==> src/rtl/ecp5_pll_phase_stepper.sv <==
// Sequencer for the ECP5 EHXPLLL dynamic phase-adjust pins (PHASESEL/PHASEDIR/PHASESTEP).
// It takes step requests over valid/ready, waits for re-lock, and keeps a phase offset per PLL output.
module ecp5_pll_phase_stepper #(
  parameter int SETUP_CYC    = 4,
  parameter int PULSE_CYC    = 4,
  parameter int SETTLE_CYC   = 16,
  parameter int LOCK_TIMEOUT = 65535,
  parameter int STEP_W       = 8,
  parameter int OFS_W        = 8
) (
  input  logic              clock,
  input  logic              reset,
  input  logic              req_valid,
  output logic              req_ready,
  input  logic [1:0]        req_sel,
  input  logic              req_dir,
  input  logic [STEP_W-1:0] req_steps,
  input  logic              pll_locked,
  output logic [1:0]        phasesel,
  output logic              phasedir,
  output logic              phasestep,
  output logic              busy,
  output logic              done,
  output logic              err,
  input  logic [1:0]        ofs_rd_sel,
  output logic [OFS_W-1:0]  ofs_rd
);

  localparam int M1_C    = (SETUP_CYC > PULSE_CYC) ? SETUP_CYC : PULSE_CYC;
  localparam int M2_C    = (M1_C > SETTLE_CYC) ? M1_C : SETTLE_CYC;
  localparam int CNT_MAX = (M2_C > LOCK_TIMEOUT) ? M2_C : LOCK_TIMEOUT;
  localparam int CNT_W   = $clog2(CNT_MAX + 1);

  localparam logic [CNT_W-1:0] SETUP_LAST  = CNT_W'(SETUP_CYC - 1);
  localparam logic [CNT_W-1:0] PULSE_LAST  = CNT_W'(PULSE_CYC - 1);
  localparam logic [CNT_W-1:0] SETTLE_LAST = CNT_W'(SETTLE_CYC - 1);
  localparam logic [CNT_W-1:0] LOCK_LAST   = CNT_W'(LOCK_TIMEOUT - 1);

  typedef enum logic [2:0] {
    ST_IDLE, ST_SETUP, ST_PULSE, ST_SETTLE, ST_LOCKWAIT, ST_DONE
  } state_t;

  state_t              state_r, state_s;
  logic [CNT_W-1:0]    cnt_r;
  logic [STEP_W-1:0]   steps_r;
  logic [1:0]          sel_r;
  logic                dir_r;
  logic                phasestep_r, ready_r, busy_r, done_r, err_r, err_pend_r;
  logic                lock_meta_r, lock_s_r;
  logic [OFS_W-1:0]    ofs_r [4];
  logic                accept_s, timeout_s, step_exit_s;
  logic [OFS_W-1:0]    ofs_delta_s;

  assign accept_s    = req_valid && ready_r;
  assign step_exit_s = (state_r == ST_PULSE) && (state_s == ST_SETTLE);
  // Adding all-ones is a modulo-2^OFS_W decrement, so both directions wrap naturally.
  assign ofs_delta_s = dir_r ? {{(OFS_W-1){1'b0}}, 1'b1} : {OFS_W{1'b1}};

  // Next-state logic; LOCKWAIT checks lock before timeout so lock wins on the last cycle.
  always_comb begin
    state_s   = state_r;
    timeout_s = 1'b0;
    case (state_r)
      ST_IDLE: begin
        if (accept_s) begin
          if (req_steps == {STEP_W{1'b0}}) state_s = ST_DONE;
          else                             state_s = ST_SETUP;
        end else begin
          state_s = ST_IDLE;
        end
      end
      ST_SETUP: begin
        if (cnt_r == SETUP_LAST) state_s = ST_PULSE;
        else                     state_s = ST_SETUP;
      end
      ST_PULSE: begin
        if (cnt_r == PULSE_LAST) state_s = ST_SETTLE;
        else                     state_s = ST_PULSE;
      end
      ST_SETTLE: begin
        if (cnt_r != SETTLE_LAST)             state_s = ST_SETTLE;
        else if (steps_r != {STEP_W{1'b0}})   state_s = ST_SETUP;
        else                                  state_s = ST_LOCKWAIT;
      end
      ST_LOCKWAIT: begin
        if (lock_s_r) begin
          state_s = ST_DONE;
        end else if (cnt_r == LOCK_LAST) begin
          state_s   = ST_DONE;
          timeout_s = 1'b1;
        end else begin
          state_s = ST_LOCKWAIT;
        end
      end
      ST_DONE: state_s = ST_IDLE;
      default: state_s = ST_IDLE;
    endcase
  end

  // State register and per-state cycle counter (cleared on every state change).
  always_ff @(posedge clock) begin
    if (reset) begin
      state_r <= ST_IDLE;
      cnt_r   <= {CNT_W{1'b0}};
    end else begin
      state_r <= state_s;
      if (state_s != state_r) cnt_r <= {CNT_W{1'b0}};
      else                    cnt_r <= cnt_r + CNT_W'(1);
    end
  end

  // Request latch, step bookkeeping, offset counters and registered outputs.
  always_ff @(posedge clock) begin
    if (reset) begin
      sel_r       <= 2'd0;
      dir_r       <= 1'b0;
      steps_r     <= {STEP_W{1'b0}};
      phasestep_r <= 1'b1;
      ready_r     <= 1'b1;
      busy_r      <= 1'b0;
      done_r      <= 1'b0;
      err_r       <= 1'b0;
      err_pend_r  <= 1'b0;
      for (int i = 0; i < 4; i++) ofs_r[i] <= {OFS_W{1'b0}};
    end else begin
      if (accept_s) begin
        sel_r      <= req_sel;
        dir_r      <= req_dir;
        steps_r    <= req_steps;
        err_r      <= 1'b0;
        err_pend_r <= 1'b0;
      end else if (step_exit_s) begin
        steps_r       <= steps_r - STEP_W'(1);
        ofs_r[sel_r]  <= ofs_r[sel_r] + ofs_delta_s;
      end else if (state_r == ST_LOCKWAIT) begin
        err_pend_r <= timeout_s;
      end else if (state_r == ST_DONE) begin
        err_r <= err_pend_r;
      end else begin
        steps_r <= steps_r;
      end
      phasestep_r <= (state_s != ST_PULSE);
      done_r      <= (state_r == ST_DONE);
      // Ready only after a full IDLE cycle, so it rises the cycle after done.
      ready_r     <= (state_r == ST_IDLE) && (state_s == ST_IDLE);
      busy_r      <= !((state_r == ST_IDLE) && (state_s == ST_IDLE));
    end
  end

  // Two-flop synchroniser for the asynchronous PLL lock.
  always_ff @(posedge clock) begin
    if (reset) begin
      lock_meta_r <= 1'b0;
      lock_s_r    <= 1'b0;
    end else begin
      lock_meta_r <= pll_locked;
      lock_s_r    <= lock_meta_r;
    end
  end

  assign req_ready = ready_r;
  assign phasesel  = sel_r;
  assign phasedir  = dir_r;
  assign phasestep = phasestep_r;
  assign busy      = busy_r;
  assign done      = done_r;
  assign err       = err_r;
  assign ofs_rd    = ofs_r[ofs_rd_sel];

endmodule

==> config.mk <==
export PLATFORM = sky130hd
export DESIGN_NAME = ecp5_pll_phase_stepper
export DESIGN_NICKNAME = d
export VERILOG_FILES = /design/src/rtl/ecp5_pll_phase_stepper.sv
export SDC_FILE = /design/constraint.sdc
export NUM_CORES = 1
export LEC_CHECK = 0
export CORE_ASPECT_RATIO = 0.6
export CORE_MARGIN = 10
export CORE_UTILIZATION = 50
export DETAILED_ROUTE_END_ITERATION = 8
export PLACE_DENSITY = 0.67
export SETUP_SLACK_MARGIN = 0.4
export SYNTH_ARGS = -nofsm -noshare
export SYNTH_HDL_FRONTEND = slang
export SYNTH_SLANG_ARGS = --single-unit
==> constraint.sdc <==
create_clock -name clock -period 5.5 [get_ports clock]
set_clock_uncertainty 0.05 [all_clocks]
set_input_delay 1.65 -clock clock [delete_from_list [all_inputs] [get_ports clock]]
set_output_delay 1.65 -clock clock [all_outputs]
set_load 0.005 [all_outputs]
==> Word level (Yosys, flattened, before mapping) <==
Memories as Yosys holds them, arrays and structs flattened. A register that Yosys moved wholly into a read port is not among the register bits.
Index checks and enable logic that the tools add are counted.
{ "totals": {"mem_count": 1, "ramBits": 32, "elab_cells": 69, "ff_bits": 38, "out_inout_bits": 16, "input_bits": 17} }
{ "classes": {"eq_ne": 11, "add_sub_neg": 3, "n_mux": 25, "n_bitwise": 2, "reduce_logical": 14} }
{ "memory_table": {"columns": ["name", "depth", "word_bits", "read_ports", "rd_clocked_by_memory_dff", "wr", "line_no", "text"], "rows": [
  ["ofs_r", 4, 8, 2, 1, 4, "50", "logic [OFS_W-1:0] ofs_r [4];"]
]} }
{ "ops": {"columns": ["cell", "n"], "rows": [
  ["two-way mux 8 bit", 4],
  ["adder 16 x 1 -> 16 bit (second input constant)", 1],
  ["== test 16 bit (second input constant)", 1],
  ["== test 16 x 2 -> 1 bit (second input constant)", 1],
  ["!= test 16 x 4 -> 1 bit (second input constant)", 1],
  ["case mux 3 bit (5 select lines)", 1],
  ["two-way mux 1 bit", 12],
  ["two-way mux 3 bit", 4],
  ["== test 3 x 2 -> 1 bit (second input constant)", 3],
  ["adder 8 bit", 1],
  ["zero test 8 bit", 1],
  ["two-way mux 2 bit", 4],
  ["nonzero test 8 bit", 1],
  ["OR reduction 8 bit", 1],
  ["subtractor 8 x 1 -> 8 bit (second input constant)", 1],
  ["== test 3 bit (second input constant)", 2],
  ["zero test 3 bit", 2],
  ["OR reduction 2 bit", 2],
  ["== test 3 x 1 -> 1 bit (second input constant)", 1],
  ["logical AND 1 bit", 3],
  ["!= test 3 x 2 -> 1 bit (second input constant)", 1],
  ["!= test 3 bit", 1],
  ["AND reduction 3 bit", 1],
  ["inverter 1 bit", 2],
  ["3 further kinds", 3]
]} }

==> Logic depth before layout (Yosys ltp) <==
Gate-level depths: netlist (run 1).
{ "depth": {"ltp_word": 12, "mapped_depth": 10, "ltp_nobuf": 9} }

==> Worst setup path before layout (run 1) <==
Ideal clock, no wire load.
{ "synth_path": {"path_type": "input to output", "startpoint": "input port ofs_rd_sel[0]", "endpoint": "output port ofs_rd[0]", "path_slack_ns": 1.163, "t_arrival_ns": 2.637, "cell_stages": 2, "t_required_ns": 3.800, "cell_sequence": "clkbuf_1 -> mux4_2"} }
{ "synth_via": {"elab_chain_cells": 1} }
{ "synth_lines": {"columns": ["element", "line_no", "text"], "rows": [
  ["start, declared", "25", "input logic [1:0] ofs_rd_sel,"],
  ["memory read (4 x 8 bit)", null, null],
  ["end, declared", "26", "output logic [OFS_W-1:0] ofs_rd"]
]} }
Every way passes these cells.

==> Worst setup path after layout (run 1) <==
{ "layout_path": {"startpoint": "input port ofs_rd_sel[0]", "endpoint": "output port ofs_rd[6]"} }
The elaborated chain is that of the path after synthesis.

==> reports/results.txt, run 1 <==
cts hold-fix bufs: 0
CP endpoint kind: output port
ys flop type: dfxtp_1
Synth Instances: 362
gpl congestion: 0.851
Sequential Power Share: 44.0%
met3 WL post-DR: 534 µm
Setup TNS: 0 ns
drt wl/cell: 17.2 µm
mapped cell area: 3790 µm²
DIE HEIGHT: 87.5 µm
DRT met1 WL: 4520 µm
final WL: 8560 µm
Critical Path Max Stage Delay: 0.50 ns
Net count, final: 416
CTS max path bufs: 2
Worst setup SP type: input pin
switching share of power: 25.5%
layout cells sized above 1: 13.2%
worst-path cell chain: clkdlybuf4s50_1 > buf_6 > mux4_2 > clkdlybuf4s50_1
Synth Area in Adders: 3.49%
ys async rst share: 0%
Seq/Total Area, Yosys: 46.4%
Final Setup Violations: 0
drt first pass iters: 4
vias in the first global route: 2714
CP required: 3.80 ns
total nets after synthesis: 389
Initial Util: 51.8%
number of setup buffers added after CTS: 0
fmax: 200 MHz
leakage: 1.60 nW
PD cells: 304 nW/µm²
CTS Root Cell: clkbuf_16
Port Buffers: 32
power share of the clock group: 42.7%
largest family of logic cells by synthesized area: simple AND/OR/NAND/NOR gates
final critical-path share of the clock period: 90.8%
initial antenna violation count: 0
DP Cell Count: 482
mux share of post-synthesis cell area: 10.4%
Final ANT Viol Nets: 0
detailed placement HPWL: 6390 µm
register area: 1760 µm²
Placeable Area: 7330 µm²
largest net degree at the start of global routing: 22
Max-cap violations: 0
final number of max-transition violations: 0
cts bufs inserted: 9
Worst R2R Path Depth: 8
number of synthesized flops with an enable pin: 32
fin cells: 498
Period minus WS final: 4.99 ns
total grt overflow: 0
unrepaired setup endpoints after global routing: no
Gate power share: 13.3%
Int Power: 0.00101 W
worst hold path cell count: 1
drt via density: 5.60
# diodes: 0
status: completed
crit path max fanout: 8
H-tree depth: 3
CTS tree: yes
worst-margin pin slew: 0.758 ns
Unique masters post-synth: 54
clock-pin slew on the worst setup and hold paths: 0.06 ns
IO Pins: 33
first-pass GRT wire length: 14300 µm
Die ar.: 11600 µm²
Synth Area in Compound Gates: 8.01%
Multi-input gate area: 1880 µm²
syn avg cell area: 10.5 µm²
Ys Warns: 0
most used cell along the critical path: clkdlybuf4s50_1
hold crit path type: flop to flop
worst skew pair latency: 0.34 ns
row cnt: 24
Met2 Wirelength: 3450 µm
via count: 2789
Die X: 132 µm
Net Switching: 0.000347 W
DR iter-0 viols: 192
Peak VDD IR: 0.218 mV
Synth Area in Simple Gates: 21.8%
Setup CP Type: input pin to output port
Area Overhead vs Synth: 17.7%
CP max stage cell: mux4_2
final hold viol count: 0
Top Metal Used: met4
Post-Synth XOR/XNOR Area: 6.00%
CTS Sinks: 72
Fill cells: 651
Tot GR Track Use: 15.5%
post-synthesis register bit count: 72
# DRC: 0
crit path DAT: 3.29 ns
Slew HR: 49.1%
==> synth_stat cells, drive strengths merged, types with 2 or more instances <==
library cell | instances | area (µm²)
nor2 | 67 | 267
edfxtp | 32 | 961
a311oi | 3 | 26.3
inv | 15 | 56.3
nor3 | 7 | 40.0
a21oi | 13 | 65.1
buf | 8 | 55.1
or4 | 4 | 33.8
a211oi | 8 | 60.1
nor4 | 8 | 101
o21ai | 5 | 25.0
or3 | 4 | 30.0
a41o | 2 | 20.0
xor2 | 17 | 149
nor2b | 6 | 37.5
clkbuf | 10 | 37.5
nand4 | 8 | 56.3
nand3b | 2 | 15.0
o211ai | 3 | 22.5
mux2 | 2 | 22.5
nand2 | 30 | 113
a21o | 3 | 22.5
a211o | 2 | 17.5
dfxtp | 40 | 801
a31oi | 2 | 12.5
and3 | 3 | 18.8
mux4 | 16 | 360
ha | 9 | 113
nand3 | 8 | 40.0
xnor2 | 9 | 78.8
or2 | 2 | 12.5
nand2b | 2 | 12.5
==> layout make-up <==
type / count / area share [%]
repair buffers: 34 / 7.59
multi-input cells: 257 / 42.2
clock inverters: 7 / 1.60
inverters: 15 / 1.26
well taps: 104 / 2.91
flip-flops and latches: 72 / 39.4
clock buffers: 9 / 5.04
==> registers in the layout (all words and copies together), names as in the netlist, named ones only <==
name	cells
state_r	3
cnt_r	16
phasestep	1
err_pend_r	1
lock_s_r	1
phasesel	2
done	1
steps_r	8
busy	1
req_ready	1
lock_meta_r	1
err	1
phasedir	1
ofs_r	32
==> cells in the final DEF (no fill, tap or decap), types with 4 or more instances in the layout <==
cell type / n
o21ai_0: 5
mux4_2: 16
xor2_1: 17
nand3_1: 8
dfxtp_1: 40
nor3_1: 6
clkbuf_16: 9
nor2_2: 6
ha_1: 9
xnor2_1: 9
nand2_1: 30
a211oi_1: 8
nor4_1: 4
nor2b_1: 6
nand4_1: 7
inv_1: 15
a21oi_1: 13
edfxtp_1: 32
clkdlybuf4s50_1: 32
nor2_1: 61
==> what timing repair did <==
| item | CTS | global route |
|---|---|---|
| endpoints found under the hold margin | 0 | 0 |
| endpoints found under the setup margin | 0 | 2 |
| resized for setup | 0 | 1 |
==> worst max-delay path: cells and delay by family <==
family                 cells  cell delay (ns)
muxes                      1             0.50
buffers and inverters      3             1.14
==> per-layer routing <==
metal | global-route usage (%) | vias up
met1 | 22.8 | 1347
met5 | 0 | -
met2 | 21.1 | 76
li1 | - | 1360
met4 | 3.88 | 0
met3 | 5.01 | 6
==> power groups by stage <==
stage / Combinational (W) / Clock [W] / Sequential, W
floorplan: 0.000126 / 0 / 0.000599
global placement: 0.000175 / 0 / 0.000609
detailed placement: 0.000179 / 0 / 0.000610
CTS: 0.000180 / 0.000591 / 0.000598
global route: 0.000201 / 0.000614 / 0.000601
finish: 0.000181 / 0.000580 / 0.000598
==> logic make-up after synthesis <==
| family | count (synthesis) |
|---|---|
| adder cells (fa/ha/maj) | 10 |
| AND/OR/NAND/NOR | 157 |
| AO/OA/AOI/OAI | 45 |
| flip-flops | 72 |
| buffers and inverters | 33 |
| XOR/XNOR | 26 |
| multiplexers | 19 |
==> path summary, 6_finish.rpt <==
| path | start | to | slack, ns |
|---|---|---|---|
| max | ofs_rd_sel[0] | ofs_rd[6] | 0.51 |
| min | lock_meta_r$_SDFF_PP0_ | lock_s_r$_SDFF_PP0_ | 0.40 |
| max reg2reg | flop | ofs_r[1][6]$_SDFFCE_PN0P_ | 2.08 |
| min reg2reg | lock_meta_r$_SDFF_PP0_ | lock_s_r$_SDFF_PP0_ | 0.40 |
==> per-stage QoR <==
stage               hold WS (ns)  setup WS [ns]  total power [W]  area (µm²)  util, %
floorplan                  0.364           1.16         0.000725        3790        -
global placement           0.385          0.472         0.000784        4170     56.9
detailed placement         0.393          0.466         0.000789        4170     56.9
CTS                        0.402          0.466          0.00137        4460     60.9
global route               0.418          0.426          0.00142        4470     61.0
finish                     0.404          0.507          0.00136        4470     61.0
Power figures use the tool's default switching activity.
==> inputs of run 2 (changes only) <==
- RECOVER_POWER: not set -> 25
==> reports/results.txt, run 2 (same netlist as run 1, synthesis figures left out) <==
final WL: 8570 µm (was 8560 µm)
initial antenna violation count: 0 (unchanged)
leakage: 1.60 nW (about the same)
most frequent cells in the layout: 61 x nor2_1, 40 x dfxtp_1, 32 x edfxtp_1 (was 61 x nor2_1, 40 x dfxtp_1, 32 x clkdlybuf4s50_1, 32 x edfxtp_1, 30 x nand2_1)
Area Overhead vs Synth: 17.6% (was 17.7%)
Max-cap violations: 0 (unchanged)
clock-pin slew on the worst setup and hold paths: 0.06 ns (about the same)
Largest regs: ofs_r x32, cnt_r x16, steps_r x8 (unchanged)
gpl congestion: 0.851 (unchanged)
fmax: 200 MHz (about the same)
DR iter-0 viols: 205 (was 192)
Tot GR Track Use: 15.5% (unchanged)
Biggest register: ofs_r (unchanged)
Critical Path Max Stage Delay: 0.50 ns (about the same)
post-route cell area: 4460 µm² (was 4470 µm²)
Power, Total: 0.00136 W (about the same)
H-tree depth: 3 (unchanged)
family with the most delay on the worst path: buffers and inverters (unchanged)
max reg flops: 32 (unchanged)
vias in the first global route: 2714 (unchanged)
Placeable Area: 7330 µm² (unchanged)
Critical Path End: ofs_rd[6] (unchanged)
total grt overflow: 0 (unchanged)
Setup CP Type: input pin to output port (unchanged)
worst-margin pin slew: 0.945 ns (was 0.758 ns)
DIE HEIGHT: 87.5 µm (unchanged)
CTS Sinks: 72 (unchanged)
Die ar.: 11600 µm² (unchanged)
drt wl/cell: 17.2 µm (about the same)
Net count, final: 416 (unchanged)
status: completed (unchanged)
Worst path depth: 4 (unchanged)
drt via density: 5.57 (was 5.60)
drt first pass iters: 4 (unchanged)
CTS tree: yes (unchanged)
Worst setup SP type: input pin (unchanged)
beginning of the critical path: ofs_rd_sel[0] (unchanged)
CP endpoint kind: output port (unchanged)
worst-path cell chain: clkdlybuf4s50_1 > buf_6 > mux4_2 > clkdlybuf4s50_1 (unchanged)
Period minus WS final: 4.99 ns (about the same)
CP Buf/Inv Count: 3 (unchanged)
Worst R2R Path Depth: 8 (unchanged)
via count: 2775 (was 2789)
cts hold-fix bufs: 0 (unchanged)
# diodes: 0 (unchanged)
detailed placement HPWL: 6390 µm (unchanged)
CTS max path bufs: 2 (unchanged)
CP required: 3.80 ns (about the same)
Port Buffers: 32 (unchanged)
final number of max-transition violations: 0 (unchanged)
largest net degree at the start of global routing: 22 (unchanged)
CP max stage cell: mux4_2 (unchanged)
# DRC: 0 (unchanged)
Peak VDD IR: 0.218 mV (about the same)
number of setup buffers added after CTS: 0 (unchanged)
Die X: 132 µm (unchanged)
Post-DP Area: 4170 µm² (unchanged)
layout cells sized above 1: 12.9% (was 13.2%)
cts bufs inserted: 9 (unchanged)
crit path DAT: 3.29 ns (about the same)
flop2flop setup slack: 2.07 ns (was 2.08 ns)
commonest non-fill, non-tap cell in the layout: nor2_1 (unchanged)
most used cell along the critical path: clkdlybuf4s50_1 (unchanged)
PD cells: 304 nW/µm² (about the same)
first-pass GRT wire length: 14300 µm (unchanged)
final critical-path share of the clock period: 90.8% (about the same)
Setup TNS: 0 ns (unchanged)
row cnt: 24 (unchanged)
worst skew pair latency: 0.34 ns (about the same)
worst reg2reg endpoint: ofs_r[1][6]$_SDFFCE_PN0P_ (unchanged)
Final Setup Violations: 0 (unchanged)
hold crit path type: flop to flop (unchanged)
unrepaired setup endpoints after global routing: no (unchanged)
final hold viol count: 0 (unchanged)
CTS Root Cell: clkbuf_16 (unchanged)
Initial Util: 51.8% (unchanged)
Slew HR: 37.0% (was 49.1%)
crit path max fanout: 8 (unchanged)
IO Pins: 33 (unchanged)
Final ANT Viol Nets: 0 (unchanged)
[run 2: cell count changes in the layout (fill, tap and decap cells not counted)]
cell | previous run | this run
clkbuf_1 | 0 | 1
and2_0 | 0 | 1
and2_1 | 1 | 0
dlygate4sd3_1 | 0 | 7
clkdlybuf4s50_1 | 32 | 25
buf_4 | 1 | 0
[run 2: worst min path at each step]
stage,end,start,slack (ns),depth (start not counted)
2_1_floorplan,lock_s_r$_SDFF_PP0_,lock_meta_r$_SDFF_PP0_,0.36,1
3_3_place_gp,lock_s_r$_SDFF_PP0_,lock_meta_r$_SDFF_PP0_,0.38,1
3_5_place_dp,lock_s_r$_SDFF_PP0_,lock_meta_r$_SDFF_PP0_,0.39,1
4_1_cts,lock_s_r$_SDFF_PP0_,lock_meta_r$_SDFF_PP0_,0.40,1
5_1_grt,lock_s_r$_SDFF_PP0_,lock_meta_r$_SDFF_PP0_,0.42,1
6_report,lock_s_r$_SDFF_PP0_,lock_meta_r$_SDFF_PP0_,0.40,1
[run 2: power breakdown]
part           switching, W  internal, W  total (W)  leakage, nW
clock network      0.000230     0.000351   0.000581        0.138
registers         0.0000201     0.000578   0.000598        0.657
logic             0.0000969    0.0000825   0.000179        0.810
total              0.000347      0.00101    0.00136         1.60
[run 2: worst reg2reg max path, stage by stage (launching register included)]
cell and delay [ns]:
dfxtp_1 0.69, mux4_2 0.62, ha_1 0.36, nor2b_1 0.17
o21a_1 0.18, o21ai_0 0.21, nand2b_1 0.09, a311oi_1 0.66
nor2_1 0.13
[run 2: timing repair]
item / CTS / global route
resized for setup: 0 / 1
setup endpoints to repair: 0 / 2
hold endpoints to repair: 0 / 0
[run 2: stage by stage]
| stage | std cells | hold WS (ns) | worst slack (ns) | utilization, % |
|---|---|---|---|---|
| after global placement | 482 | 0.385 | 0.472 | 56.9 |
| after floorplan | 362 | 0.364 | 1.16 | - |
| after CTS | 498 | 0.402 | 0.466 | 60.9 |
| after detailed placement | 482 | 0.393 | 0.466 | 56.9 |
| final | 498 | 0.403 | 0.508 | 60.9 |
| after global routing | 498 | 0.418 | 0.426 | 60.9 |
[run 2: per-layer routing]
layer	part of all wire (%)	wire, µm	track usage (%)
met5	0	0	0
met4	0.71	61	3.88
met3	5.7	487	5.01
met2	40	3460	21.1
met1	53	4560	22.8
[run 2: final cells by class]
type                    instances  area (µm²)
clock buffers                   9         225
clock inverters                 7        71.3
fillers                       652        2860
inverters                      15        56.3
multi-input cells             257        1880
flip-flops and latches         72        1760
well taps                     104         130
repair buffers                 34         335
